## src/rtl/freq_div_monitor_if.sv

```systemverilog
// Signal bundle between a divided-clock source and freq_div_monitor.
// The master drives the clock under test and the controls; the slave reports measurements.
interface freq_div_monitor_if #(
  parameter int CW = 5
);
  logic          clk_div_in;
  logic          enable;
  logic          err_clr;
  logic [CW-1:0] period;
  logic [CW-1:0] high_time;
  logic          meas_valid;
  logic          locked;
  logic          err_period;
  logic          err_duty;
  logic          timeout;

  modport master (
    output clk_div_in, enable, err_clr,
    input  period, high_time, meas_valid, locked, err_period, err_duty, timeout
  );

  modport slave (
    input  clk_div_in, enable, err_clr,
    output period, high_time, meas_valid, locked, err_period, err_duty, timeout
  );
endinterface

```

## src/rtl/freq_div_monitor.sv

```systemverilog
// Measures period and high time of an odd-N divided clock in clk_in cycles,
// declares lock after LOCK_CNT consecutive good periods and keeps sticky error flags.
module freq_div_monitor #(
  parameter int N        = 9,
  parameter int LOCK_CNT = 4,
  parameter int CW       = $clog2(2*N+1)
) (
  input  logic              clk_in,
  input  logic              reset,
  freq_div_monitor_if.slave mon
);
  localparam int            GW        = $clog2(LOCK_CNT+1);
  localparam logic [CW-1:0] PER_OK    = CW'(N);
  localparam logic [CW-1:0] HI_LO     = CW'((N-1)/2);
  localparam logic [CW-1:0] HI_HI     = CW'((N+1)/2);
  localparam logic [CW-1:0] PER_MAX   = CW'(2*N);
  localparam logic [GW-1:0] GOOD_LAST = GW'(LOCK_CNT-1);

  typedef enum logic [1:0] {IDLE, ARM, MEASURE, LOCKED} state_t;
  state_t state_q, state_d;

  logic          s1, s2, s3, rise;
  logic [CW-1:0] per_cnt, hi_cnt, period_q, high_time_q;
  logic [GW-1:0] good_cnt_q, good_cnt_d;
  logic          meas_valid_q, locked_q, locked_d;
  logic          err_period_q, err_duty_q, timeout_q;
  logic          do_meas, cnt_clr, set_to;
  logic          per_bad, duty_bad, meas_good;

  function automatic logic [CW-1:0] sat_inc(input logic [CW-1:0] v);
    return (v >= PER_MAX) ? PER_MAX : v + CW'(1);
  endfunction

  assign rise      = s2 & ~s3;
  assign per_bad   = (per_cnt != PER_OK);
  // Either neighbour of N/2 is legal because the divider toggles on both phases.
  assign duty_bad  = (hi_cnt != HI_LO) && (hi_cnt != HI_HI);
  assign meas_good = ~per_bad & ~duty_bad;

  always_comb begin
    state_d    = state_q;
    good_cnt_d = good_cnt_q;
    locked_d   = locked_q;
    do_meas    = 1'b0;
    cnt_clr    = 1'b0;
    set_to     = 1'b0;
    if (!mon.enable) begin
      state_d    = IDLE;
      good_cnt_d = '0;
      locked_d   = 1'b0;
      cnt_clr    = 1'b1;
    end else begin
      case (state_q)
        IDLE: begin
          cnt_clr = 1'b1;
          state_d = ARM;
        end
        ARM: if (rise) state_d = MEASURE;
        MEASURE, LOCKED: if (rise) begin
          do_meas = 1'b1;
          if (!meas_good) begin
            good_cnt_d = '0;
            locked_d   = 1'b0;
            state_d    = MEASURE;
          end else if (state_q == MEASURE) begin
            if (good_cnt_q == GOOD_LAST) begin
              good_cnt_d = '0;
              locked_d   = 1'b1;
              state_d    = LOCKED;
            end else begin
              good_cnt_d = good_cnt_q + 1'b1;
            end
          end
        end
        default: state_d = IDLE;
      endcase
      // A dead divider restarts the search from ARM with fresh counters.
      if (state_q != IDLE && !rise && per_cnt == PER_MAX) begin
        set_to     = 1'b1;
        locked_d   = 1'b0;
        good_cnt_d = '0;
        cnt_clr    = 1'b1;
        state_d    = ARM;
      end
    end
  end

  always_ff @(posedge clk_in or posedge reset) begin
    if (reset) begin
      s1           <= 1'b0;
      s2           <= 1'b0;
      s3           <= 1'b0;
      state_q      <= IDLE;
      good_cnt_q   <= '0;
      locked_q     <= 1'b0;
      meas_valid_q <= 1'b0;
      per_cnt      <= '0;
      hi_cnt       <= '0;
      period_q     <= '0;
      high_time_q  <= '0;
      err_period_q <= 1'b0;
      err_duty_q   <= 1'b0;
      timeout_q    <= 1'b0;
    end else begin
      // Synchronizer and edge-detect stage
      s1 <= mon.clk_div_in;
      s2 <= s1;
      s3 <= s2;
      state_q      <= state_d;
      good_cnt_q   <= good_cnt_d;
      locked_q     <= locked_d;
      meas_valid_q <= do_meas;
      // Measurement counter stage
      if (cnt_clr) begin
        per_cnt <= '0;
        hi_cnt  <= '0;
      end else if (rise) begin
        per_cnt <= CW'(1);
        hi_cnt  <= CW'(1);
      end else begin
        per_cnt <= sat_inc(per_cnt);
        if (s2) hi_cnt <= sat_inc(hi_cnt);
      end
      // Result and sticky-flag stage; a set beats a simultaneous clear
      if (do_meas) begin
        period_q    <= per_cnt;
        high_time_q <= hi_cnt;
      end
      err_period_q <= (do_meas & per_bad)  | (err_period_q & ~mon.err_clr);
      err_duty_q   <= (do_meas & duty_bad) | (err_duty_q & ~mon.err_clr);
      timeout_q    <= set_to | (timeout_q & ~mon.err_clr);
    end
  end

  assign mon.period     = period_q;
  assign mon.high_time  = high_time_q;
  assign mon.meas_valid = meas_valid_q;
  assign mon.locked     = locked_q;
  assign mon.err_period = err_period_q;
  assign mon.err_duty   = err_duty_q;
  assign mon.timeout    = timeout_q;
endmodule

```

## src/flat_wrapper.sv

```systemverilog
// flat-port wrapper written by rule: the top's interface ports become plain ports
module freq_div_monitor_flat 
#(
  parameter int N        = 9,
  parameter int LOCK_CNT = 4,
  parameter int CW       = $clog2(2*N+1)
)
  (clk_in, reset, mon_clk_div_in, mon_enable, mon_err_clr, mon_period, mon_high_time, mon_meas_valid, mon_locked, mon_err_period, mon_err_duty, mon_timeout);
  freq_div_monitor_if #(.CW(CW)) mon_i ();
  input  logic clk_in;
  input  logic reset;
  input wire logic [$bits(mon_i.clk_div_in)-1:0] mon_clk_div_in;
  input wire logic [$bits(mon_i.enable)-1:0] mon_enable;
  input wire logic [$bits(mon_i.err_clr)-1:0] mon_err_clr;
  output wire logic [$bits(mon_i.period)-1:0] mon_period;
  output wire logic [$bits(mon_i.high_time)-1:0] mon_high_time;
  output wire logic [$bits(mon_i.meas_valid)-1:0] mon_meas_valid;
  output wire logic [$bits(mon_i.locked)-1:0] mon_locked;
  output wire logic [$bits(mon_i.err_period)-1:0] mon_err_period;
  output wire logic [$bits(mon_i.err_duty)-1:0] mon_err_duty;
  output wire logic [$bits(mon_i.timeout)-1:0] mon_timeout;
  assign mon_i.clk_div_in = mon_clk_div_in;
  assign mon_i.enable = mon_enable;
  assign mon_i.err_clr = mon_err_clr;
  assign mon_period = mon_i.period;
  assign mon_high_time = mon_i.high_time;
  assign mon_meas_valid = mon_i.meas_valid;
  assign mon_locked = mon_i.locked;
  assign mon_err_period = mon_i.err_period;
  assign mon_err_duty = mon_i.err_duty;
  assign mon_timeout = mon_i.timeout;
  freq_div_monitor #(.N(N), .LOCK_CNT(LOCK_CNT), .CW(CW)) u_core (.clk_in(clk_in), .reset(reset), .mon(mon_i));
endmodule
```

## config.mk

```make
export PLATFORM = sky130hd
export DESIGN_NAME = freq_div_monitor_flat
export DESIGN_NICKNAME = d
export VERILOG_FILES = /design/src/rtl/freq_div_monitor_if.sv /design/src/rtl/freq_div_monitor.sv /design/src/flat_wrapper.sv
export SDC_FILE = /design/constraint.sdc
export NUM_CORES = 1
export LEC_CHECK = 0
export ABC_AREA = 1
export CAP_MARGIN = 20
export CORE_MARGIN = 4
export CORE_UTILIZATION = 30
export CTS_CLUSTER_SIZE = 25
export DETAILED_ROUTE_END_ITERATION = 10
export HOLD_SLACK_MARGIN = 0.05
export PLACE_DENSITY_LB_ADDON = 0.25
export SYNTH_ARGS = -nofsm -noshare
export SYNTH_HDL_FRONTEND = slang
export SYNTH_SLANG_ARGS = --single-unit
```

## constraint.sdc

```tcl
create_clock -name clk_in -period 1.98 [get_ports clk_in]
set_input_delay 0.396 -clock clk_in [delete_from_list [all_inputs] [get_ports clk_in]]
set_output_delay 0.396 -clock clk_in [all_outputs]
set_load 0.05 [all_outputs]
```

**Word-level counts from Yosys, hierarchy flattened**

Index checks and enable logic that the tools add are counted.

- Multiplexer cells: 37
- Magnitude comparators: 2
- Bitwise operators: 14
- Reduce and logical (&&, ||, !) cells: 11
- Add/subtract/negate cells: 3
- Eq/ne operators: 16

Operator list:

| kind | count |
|---|---|
| $mux 5 | 7 |
| $mux 3 | 7 |
| $mux 1 | 15 |
| $mux 2 | 7 |
| $add 5x1->5 const B | 2 |
| $ge 5x5->1 const B | 2 |
| $ne 5x3->1 const B | 2 |
| $ne 5x5->1 const B | 2 |
| $ne 4x2->1 const B | 2 |
| $ne 4x4->1 const B | 2 |
| $reduce_and 4->1 | 2 |
| $and 1x1->1 | 7 |
| $ne 3x1->1 const B | 2 |
| $pmux 2 s3 | 1 |
| $eq 5x5->1 const B | 1 |
| $ne 5x4->1 const B | 1 |
| $eq 2x2->1 const B | 2 |
| $not 1->1 | 4 |
| $add 3x1->3 const B | 1 |
| $eq 3x2->1 const B | 1 |
| $logic_and 1x1->1 | 3 |
| $or 1x1->1 | 3 |
| $reduce_and 3->1 | 1 |
| $reduce_bool 3->1 | 1 |
| other kinds (5) | 5 |

- Flip-flop bits (word level): 33
- Bits of input ports: 5
- Output and inout bits: 15
- Word-level logic and storage cells: 97

**Logic depth before layout (Yosys ltp)**

- Depth in word-level cells: 9
- Gate-level depth with buffers: 11
- Mapped depth without buffers: 11

**Least setup slack after synthesis**

OpenSTA, ideal clock, no wires.

- Kind: register to register
- Start: register u_core.hi_cnt[1]
- End: register u_core.good_cnt_q[0]
- Data required time: 1.864 ns
- Setup time: 0.116 ns
- Buffers on the path: 0
- Clock period less this slack: 1.489 ns
- Cell stages (with the launch flop): 12
- Path slack: 0.491 ns
- Arrival: 1.372 ns
- Path through: dfrtp_1 > inv_1 > ha_1 > inv_1 > nand2_1 > inv_1 > nor2_1 > nand3_1 > nand2_2 > nand2_1 > nand2_1 > nand2_1

- Cells in the longest elaborated chain, start to end: 9
- Elaborated cells on any way between the ends: 12
- Classes of those cells: eq/ne (3); mux (5); bitwise (2); reduce/logical (2)

RTL lines:

| element | RTL line | source |
|---|---|---|
| start, declared | freq_div_monitor.sv:23 | `logic [CW-1:0] per_cnt, hi_cnt, period_q, high_time_q;` |
| start signal, assigned | freq_div_monitor.sv:122 | `if (s2) hi_cnt <= sat_inc(hi_cnt);` |
| $ne 5x3->1 | freq_div_monitor.sv:37 | `assign duty_bad = (hi_cnt != HI_LO) && (hi_cnt != HI_HI);` |
| $logic_and 1x1->1 * | freq_div_monitor.sv:37 |  |
| $not 1->1 * | freq_div_monitor.sv:38 | `assign meas_good = ~per_bad & ~duty_bad;` |
| $and 1x1->1 * | freq_div_monitor.sv:38 |  |
| $mux 3 | freq_div_monitor.sv:61 | `if (!meas_good) begin` |
| $mux 3 | freq_div_monitor.sv:59 | `MEASURE, LOCKED: if (rise) begin` |
| $mux 3 | freq_div_monitor.sv:53 | `case (state_q)` |
| $mux 3 | freq_div_monitor.sv:78 | `if (state_q != IDLE && !rise && per_cnt == PER_MAX) begin` |
| $mux 3 | freq_div_monitor.sv:47 | `if (!mon.enable) begin` |
| end signal, assigned | freq_div_monitor.sv:110 | `good_cnt_q <= good_cnt_d;` |
| end, declared | freq_div_monitor.sv:24 | `logic [GW-1:0] good_cnt_q, good_cnt_d;` |

Every way passes the cells marked *; elsewhere a longest branch is shown, timed or not. The select of a mux whose other input is x is not followed.
A chain may end at the register's enable or synchronous reset.

**Worst setup path in the final report**

- Start: register u_core.meas_valid_q (netlist: u_core.mon.meas_valid)
- End: output mon_meas_valid

RTL lines:

| element | RTL line | source |
|---|---|---|
| start, declared | freq_div_monitor.sv:25 | `logic meas_valid_q, locked_q, locked_d;` |
| start signal, assigned | freq_div_monitor.sv:112 | `meas_valid_q <= do_meas;` |
| end, declared | flat_wrapper.sv:17 | `output wire logic [$bits(mon_i.meas_valid)-1:0] mon_meas_valid;` |

No word-level cell between the ends.

==> results summary <==
The run finished with clean final reports. The number of clock buffers inserted by TritonCTS is 5. The maximum count of clock buffers along a single path came out at 2. The delay of the slowest cell on the worst path came out at 820 ps. The critical path starts at u_core.mon.meas_valid. The proportion of power drawn by flip-flops and latches is 0.458.

Counting every net in the synthesized netlist gives 210. The net load switching power came out at ~550 uW. The first-pass GRT wire length is 6110 um. The final number of setup-violating endpoints is 0.

The maximum number of pins on one net before global-route repair is 34. During I/O placement, the number of pins put on the boundary was 20. STA puts the critical path data required time at 1580 ps.

The worst hold path belongs to the class reg2reg. The final cycle utilization of the critical path came out at 0.933. Derived from the worst setup path, the maximum achievable clock frequency is ~0.54 GHz. The core utilization of the finished layout came out at 0.378. The total number of placement rows is 27.

The worst setup path is captured at a primary output. The final setup skew came out at 10.4 ps. The average instance area after synthesis is ~9 um^2. In the layout the commonest cells are 42 x sky130_fd_sc_hd__nand2_1, 33 x sky130_fd_sc_hd__dfrtp_1, 27 x sky130_fd_sc_hd__inv_1.

The worst-path maximum fanout is 1. The final count of pins violating max slew is 0. The TritonCTS clock tree is built.

The final-report hold violation count is 0. The relative slew slack came out at 0.652. The region available for standard cell placement spans 5570 um^2. For this run, the total global-route usage over all layers was measured as 0.109. Of the total power, the share spent switching nets is 0.329. The reg-to-reg startpoint is u_core.hi_cnt[1]. The power per cell area came out at about 800 nW/um^2. Routability-driven placement finished with a final weighted congestion of between 0.8 and 0.9. The number of antenna violations at the first check in global routing came to 0. The setup TNS is 0 ps. The diode insertion count for antenna repair is 0. At the later pin of the worst-skew pair, clock insertion delay measures approximately 290 ps.

The floorplan step set the die width to 84.2 um. Summed over all cells, the static leakage comes to roughly 1.0 nW. The area overhead of the layout relative to synthesis came out at 21.1%. Synthesis produced a netlist whose cell count is 197. The placed cell count came out at about 290. During synthesis, Yosys emitted a total of 0 warnings. The vertical extent of the die is approximately 84 um. The minimum period implied by the final worst setup slack is ~1800 ps.

At the end of the flow, the number of nets in the layout was roughly 240. The count of maximum capacitance violations came out at 0. The share of power burned in combinational logic came out at 0.235.

The sequential element share of the synthesized area came out at 0.474. The routed via count divided by cell count is approximately 4.5. The area of placed instances came out at a little over 2000 um^2.

The distinct cell type count after synthesis came out at 27. During placement, the flow inserted port buffers numbering 19. The via count of the first global-routing pass came out at roughly 1300. The routed wirelength normalized by instance count came out at between 10 and 15 um. On the critical path, the stage with the largest delay is an instance of sky130_fd_sc_hd__clkdlybuf4s50_1. The worst path arrival time is 1450 ps. The post-route DRC violation count is 0. The peak supply drop came out at around 350 uV. The detailed router placed between 1000 and 1500 vias in this run.

The clock transition at the registers of the reported paths came out at roughly 60 ps. The critical path in this run is classified as reg2out. The H-tree depth is 2.

The final-layout worst hold slack came out at ~350 ps. The clock root buffer is sky130_fd_sc_hd__clkbuf_8. Setup repair after global routing left no endpoint under its margin. The effective utilization at floorplan is 0.312. The netlist area before placement is ~1700 um^2. The fraction of layout cells with a size suffix above 1 is 0.196. Counting flops and latches in the post-synthesis netlist gives 33. The area of the die came out at between 7000 and 8000 um^2. The first detailed-routing pass ran for 4 iterations. The worst setup path is launched from a flip-flop. The worst path buffer plus inverter count came out at 1.

At the pin with the least slew margin, the transition time is approximately 520 ps. The half-perimeter wire length after detailed placement is about 2600 um. The wire length after detailed routing came out at ~3500 um.

The final instance area came out at approximately 2100 um^2. Walking the worst path, the cells encountered are clkdlybuf4s50_1. The first-iteration detailed-routing DRC count is 67. The post-route antenna net violation count came out at 0. The clock share of power came out at 0.307. The post-layout instance count excluding filler cells came out at roughly 300. The number of sinks driven by the clock tree came out at 33. Broken down by cell family, the worst path's largest delay share belongs to buffers and inverters. The library cell used most frequently in the layout, excluding fill and tap cells, is sky130_fd_sc_hd__nand2_1. The total internal power is 1.13 mW.

The overall overflow remaining after global route is 0. The worst hold path begins at u_core.s1.
## per-stage QoR
stage	total power, mW	setup slack [ps]
2_1_floorplan	1.07	491
3_3_place_gp	1.18	209
3_5_place_dp	1.18	191
4_1_cts	1.71	102
5_1_grt	1.79	82.3
6_report	1.68	133
## worst paths after layout
| path | to | slack, ps | cells after the start |
|---|---|---|---|
| worst max register to register | u_core.good_cnt_q[0] | 300 | 11 |
| worst min-delay path | u_core.s2 | 350 | 0 |
| min in group asynchronous | u_core.mon.high_time[2] | 500 | 3 |
| worst min register to register | u_core.s2 | 350 | 0 |
| max in group asynchronous | u_core.s2 | 1170 | 3 |
| worst max-delay path | mon_meas_valid | 130 | 1 |
## sequential cells by signal (all words and copies together) (netlist names), 2 cells and up
signal / count
u_core.state_q: 2
u_core.good_cnt_q: 3
u_core.per_cnt: 5
u_core.hi_cnt: 5
u_core.mon.high_time: 5
u_core.mon.period: 5
## cell type report
cell class	count	area, um^2
Sequential cell	33	826
Multi-Input combinational cell	128	764
Clock buffer	7	86.3
Fill cell	587	3470
Timing Repair Buffer	22	213
Tap cell	72	90.1
Inverter	34	128
## layer usage
metal,part of all wire,GRT usage,up-vias
met5,0,0,-
met4,0.023,0.0482,0
met3,0.048,0.0373,7
met2,0.44,0.163,24
met1,0.49,0.143,624
li1,-,-,682
## synthesized netlist by cell type (all sizes together)
cell type / n / area (um^2)
dfrtp: 33 / 826
buf: 2 / 22.5
o22ai: 3 / 31.3
inv: 34 / 128
nor3: 7 / 40.0
nand4: 3 / 25.0
xnor2: 1 / 8.76
nand2: 46 / 188
or2: 1 / 6.26
a31oi: 1 / 6.26
xor2: 2 / 17.5
nor2: 15 / 73.8
ha: 8 / 100
a21oi: 8 / 47.6
o21ai: 14 / 115
nand3: 19 / 105
## timing repair
item	4_1_cts	5_1_grt
gates resized for setup	0	1
endpoints found under the setup margin	0	1
hold buffers	0	0
buffers inserted	0	0
## power by group through the flow
stage | Clock, mW | Combinational, mW | Sequential (mW)
after global placement | 0 | 0.396 | 0.781
after floorplan | 0 | 0.219 | 0.847
after CTS | 0.543 | 0.401 | 0.769
final | 0.516 | 0.396 | 0.770
after global routing | 0.569 | 0.439 | 0.779
after detailed placement | 0 | 0.398 | 0.783
## kinds of logic after synthesis
kind of cell | share of synthesized area
flops | 0.474
fa+ha+maj | 0.0575
buf+inv | 0.0863
compound gates | 0.115
xor+xnor | 0.0151
simple gates | 0.252
Power figures use the tool's default switching activity.
